--- src/rtl/cordic_pkg.sv ---
// cordic_pkg: shared CORDIC angle table, angle constants, phase encoding and FSM states
package cordic_pkg;
    typedef enum logic [2:0] {IDLE, PRE, ROT, POST, HOLD} state_t;
    localparam logic [31:0] DEG_90 = 32'd5898240;
    localparam logic [31:0] DEG_180 = 32'd11796480;
    localparam logic [31:0] DEG_270 = 32'd17694720;
    localparam logic [31:0] DEG_360 = 32'd23592960;
    localparam logic [31:0] ATAN [24] = '{
        32'd2949120, 32'd1740967, 32'd919879, 32'd466945,
        32'd234379, 32'd117304, 32'd58666, 32'd29335,
        32'd14668, 32'd7334, 32'd3667, 32'd1833,
        32'd917, 32'd458, 32'd229, 32'd115,
        32'd57, 32'd29, 32'd14, 32'd7,
        32'd4, 32'd2, 32'd1, 32'd0
    };
    function automatic logic [31:0] phase_enc(input logic [8:0] deg);
        logic [1:0] q;
        logic [8:0] off;
        q = deg <= 9'd90 ? 2'd0 : deg <= 9'd180 ? 2'd1 : deg <= 9'd270 ? 2'd2 : 2'd3;
        off = deg - 9'(q) * 9'd90;
        return {14'b0, q, 7'b0, off};
    endfunction
endpackage

--- src/rtl/cordic_vec_stage.sv ---
// cordic_vec_stage: one combinational vectoring micro-rotation driving y toward zero
module cordic_vec_stage
    import cordic_pkg::*;
#(
    parameter int W = 34,
    parameter int ZW = 32
) (
    input  logic [W-1:0]  x,
    input  logic [W-1:0]  y,
    input  logic [ZW-1:0] z,
    input  logic [4:0]    i,
    output logic [W-1:0]  x_next,
    output logic [W-1:0]  y_next,
    output logic [ZW-1:0] z_next
);
    logic [W-1:0] xs, ys;
    logic [ZW-1:0] a;
    assign xs = $signed(x) >>> i;
    assign ys = $signed(y) >>> i;
    assign a = ZW'(ATAN[i]);
    assign x_next = y[W-1] ? x - ys : x + ys;
    assign y_next = y[W-1] ? y + xs : y - xs;
    assign z_next = y[W-1] ? z - a : z + a;
endmodule

--- src/rtl/cordic_vectoring.sv ---
// cordic_vectoring: iterative vectoring CORDIC returning encoded phase, degrees and scaled magnitude
module cordic_vectoring
    import cordic_pkg::*;
#(
    parameter int ITER = 16,
    parameter int DW = 32,
    parameter int ZW = 32
) (
    input  logic          CLK_50M,
    input  logic          RST,
    input  logic          In_Valid,
    output logic          In_Ready,
    input  logic [DW-1:0] Cos,
    input  logic [DW-1:0] Sin,
    output logic          Out_Valid,
    input  logic          Out_Ready,
    output logic [31:0]   Phase,
    output logic [8:0]    Phase_Deg,
    output logic [DW-1:0] Mag,
    output logic          Zero
);
    localparam int W = DW + 2;
    state_t state;
    logic signed [W-1:0] x, y;
    logic signed [ZW-1:0] z;
    logic [4:0] i;
    logic zero;
    logic [W-1:0] x_next, y_next;
    logic [ZW-1:0] z_next;
    logic [ZW-1:0] z_pos, z_rnd;
    logic [8:0] deg_raw, deg;

    cordic_vec_stage #(.W(W), .ZW(ZW)) u_stage (
        .x(x), .y(y), .z(z), .i(i),
        .x_next(x_next), .y_next(y_next), .z_next(z_next)
    );

    // fold the accumulated angle into 0..359 whole degrees, rounding to nearest
    always_comb begin
        z_pos = z[ZW-1] ? z + ZW'(DEG_360) : z;
        z_rnd = z_pos + ZW'(32'h8000);
        deg_raw = 9'(z_rnd >> 16);
        deg = deg_raw == 9'd360 ? 9'd0 : deg_raw;
    end

    // handshake, pre-rotation, micro-rotation sequencing and registered results
    always_ff @(posedge CLK_50M) begin
        if (RST) begin
            state <= IDLE;
            In_Ready <= 1'b0;
            Out_Valid <= 1'b0;
            Phase <= '0;
            Phase_Deg <= '0;
            Mag <= '0;
            Zero <= 1'b0;
            x <= '0;
            y <= '0;
            z <= '0;
            i <= '0;
            zero <= 1'b0;
        end else begin
            case (state)
                IDLE: begin
                    if (In_Valid && In_Ready) begin
                        x <= {{2{Cos[DW-1]}}, Cos};
                        y <= {{2{Sin[DW-1]}}, Sin};
                        In_Ready <= 1'b0;
                        state <= PRE;
                    end else begin
                        In_Ready <= 1'b1;
                    end
                end
                PRE: begin
                    x <= x[W-1] ? -x : x;
                    y <= x[W-1] ? -y : y;
                    z <= x[W-1] ? ZW'(DEG_180) : '0;
                    zero <= x == '0 && y == '0;
                    i <= '0;
                    state <= ROT;
                end
                ROT: begin
                    x <= x_next;
                    y <= y_next;
                    z <= z_next;
                    i <= i + 5'd1;
                    state <= i == 5'(ITER - 1) ? POST : ROT;
                end
                POST: begin
                    Phase <= zero ? '0 : phase_enc(deg);
                    Phase_Deg <= zero ? '0 : deg;
                    Mag <= zero ? '0 : x[DW-1:0];
                    Zero <= zero;
                    Out_Valid <= 1'b1;
                    state <= HOLD;
                end
                HOLD: begin
                    if (Out_Ready) begin
                        Out_Valid <= 1'b0;
                        In_Ready <= 1'b1;
                        state <= IDLE;
                    end
                end
                default: state <= IDLE;
            endcase
        end
    end
endmodule

--- config.mk ---
export PLATFORM = sky130hd
export DESIGN_NAME = cordic_vectoring
export DESIGN_NICKNAME = d
export VERILOG_FILES = /design/src/rtl/cordic_pkg.sv /design/src/rtl/cordic_vec_stage.sv /design/src/rtl/cordic_vectoring.sv
export SDC_FILE = /design/constraint.sdc
export NUM_CORES = 1
export LEC_CHECK = 0
export ABC_AREA = 1
export CORE_MARGIN = 4
export CORE_UTILIZATION = 35
export DETAILED_ROUTE_END_ITERATION = 12
export HOLD_SLACK_MARGIN = 0.06
export PLACE_DENSITY_LB_ADDON = 0.05
export REMOVE_ABC_BUFFERS = 1
export SETUP_SLACK_MARGIN = 0.02
export SYNTH_ARGS = -nofsm -noshare
export SYNTH_HDL_FRONTEND = slang
export SYNTH_SLANG_ARGS = --single-unit
--- constraint.sdc ---
create_clock -name CLK_50M -period 6.7 [get_ports CLK_50M]
set_input_delay 0.67 -clock CLK_50M [delete_from_list [all_inputs] [get_ports CLK_50M]]
set_output_delay 0.67 -clock CLK_50M [all_outputs]
set_load 0.02 [all_outputs]
==> summary.txt <==
Sequential area share after synthesis: 0.157
Leakage: 10.7 nW
Pre-antenna DRT Iters: 5
GRT Util Overall: 0.262
CTS tree: yes
Total CTS buffers: 17
Routed wire per std cell: 19.4 um
Slew margin rel.: 0.291
Worst R2R Setup Slack: 0.84 ns
Post-synth cell types: 66
Synth Register Bits: 163
Top Ports: 144
CP Max Fanout: 44
Reg2Reg Launch Point: i[0]
GP Congestion: 0.951
Pins over their slew limit: 0
Mean post-synth cell area: 5.70 sq um
Count leader, synth: nand2_1
Post-layout minimum cycle time: 5.86 ns
Share of flip-flops with an asynchronous set or reset: 0
Synthesized area: 20,800 sq um
Postcts setup bufs: 0
Crit path largest cell delay: 0.65 ns
CTS Root Cell: clkbuf_16
Unrepaired setup endpoints after global routing: false
Startpoint Class: register
Vias per Instance: 5.46
WHS Path Cells: 2
Cts hold-fix bufs: 0
Critical path origin: i[0]
F_max: 171 MHz
Post-route antenna net violation count: 0
Area growth syn-to-layout: 10.4%
Worst min-delay path class: register to register
H-tree depth: 4
Status: completed
R2R Path End: y[25]
Clk_skew: 0.0376 ns
Dominant cells by area after synthesis: nand2_1 17%, dfxtp_1 16%, nand3_1 11%, a21oi_1 8.8%, ha_1 7.3%
Buffer depth of the longest clock path: 2
Post-CTS Resized: 0
Count of final hold-check violations: 0
Worst path slowest cell: inv_2
Sink Count: 163
Final setup fails: 0
Fin crit share: 0.874
Clock-pin slew on the worst setup and hold paths: 0.08 ns
Fraction of layout cells with a size suffix above 1: 0.0608
Core area: 58,900 sq um
N_diodes: 0
Max_cap viols: 0
Buffers on Ports: 122
Synth top area share: 0.174
Die area: 63,500 sq um
Final core utilization: 0.390
Reg2reg path depth: 29
Starting Density: 0.354
Setup TNS: 0 ns
Post-synth EDFFs: 0
First-pass GRT wire length: 132,000 um
Maximum vdd drop: 355 uV
Total Nets Final: 3,849
Largest net degree at the start of global routing: 80
Number of global-route vias before repair: 22,498
Initial DRC count: 2,098
Grt ovf: 0
Pwr/cell area: 580 nW/um^2
Most common library cells after synthesis: 968 x nand2_1, 439 x nand3_1, 366 x a21oi_1, 360 x inv_1, 276 x nor2_1
Crit Path Category: register to register
CP Capture Point: y[25]
Die extent in x: 252 um
Worst skew pair latency: 0.51 ns
Die height: 252 um
Area leader, netlist: nand2_1
Final wirelength: 86,100 um
Worst slew pin tran: 1.06 ns
Min-delay src: Mag[0]
WP data arrival: 6.24 ns
CP Data Required Time: 7.08 ns
Setup crit end kind: register
DP Wirelength: 67,100 um
Post-synthesis cell count: 3,656
Row count: 89
Initial antenna violation count: 1
Top FF cell, synth: dfxtp_1
Warnings from Yosys: 0
Via count: 24,248
Remaining DRCs: 0
[power by group]
part           internal (mW)  switching [mW]  leakage, nW
Combinational           3.34            7.32         9.13
Clock                  0.523           0.528        0.275
Sequential              1.18           0.447         1.33
Total                   5.05            8.30         10.7
[registers in the layout, indices dropped and copies added (netlist names), 3 cells and up]
register   flops
x             34
y             34
Mag           32
z             32
Phase         10
Phase_Deg      9
i              5
state          3
[cell families after synthesis]
family	Yosys count	synth area share
simple gates	1898	0.401
flops	163	0.157
other cells	1	0.000180
fa+ha+maj	125	0.0765
buf+inv	576	0.115
compound gates	809	0.215
xor+xnor	84	0.0353
[critical path: cells and delay by family (launching register included)]
kind | cells | cell delay, ns
simple gates | 13 | 2.08
buf+inv | 7 | 1.45
compound gates | 6 | 1.07
fa+ha+maj | 2 | 0.56
flops | 1 | 0.33
xor+xnor | 1 | 0.22
[cells in the final DEF (no fill, tap or decap), drive strengths merged, types with 5 or more instances in the layout]
cell and count:
a211oi 9, a21o 7, a21oi 369, a221oi 10, a31oi 61, buf 34, clkbuf 18, clkdlybuf4s50 121
clkinv 5, conb 21, dfxtp 163, ha 121, inv 387, nand2 1002, nand3 456, nand3b 6
nand4 35, nor2 297, nor3 44, nor4 19, o211ai 17, o21a 17, o21ai 264, o21bai 10
o22ai 6, o31ai 13, or2 34, xnor2 35, xor2 49
[worst min path at each step]
stage	to	slack, ns
after CTS	Mag[14]	0.47
final	Mag[0]	0.47
after global routing	Mag[14]	0.48
after detailed placement	Mag[1]	0.46
after global placement	Out_Valid	0.45
after floorplan	z[2]	0.44
[layout make-up]
type                    count  area [sq um]
clock inverters            14           145
multi-input cells        2937         15300
fillers                  6562         35900
inverters                 382          1440
well taps                 773           967
flip-flops and latches    163          3270
repair buffers            155          1470
clock buffers              18           429
[routing by layer]
metal,wire (um),vias up,global-route usage
met1,41000,11284,0.371
met2,39200,667,0.426
li1,-,12214,-
met5,0,-,0
met4,1810,0,0.0653
met3,4190,83,0.0304
[metrics by stage]
step	hold WS (ns)	cell area, sq um	worst slack, ns	std cells	power [mW]
after floorplan	0.439	19900	0.0533	3482	9.03
after global placement	0.448	22400	0.849	4410	12.1
after detailed placement	0.458	22400	0.825	4410	12.2
after CTS	0.470	23000	0.777	4442	13.3
after global routing	0.480	23000	0.268	4442	14.8
final	0.466	23000	0.845	4442	13.3
No activity file was read; power rests on OpenSTA's default activity.
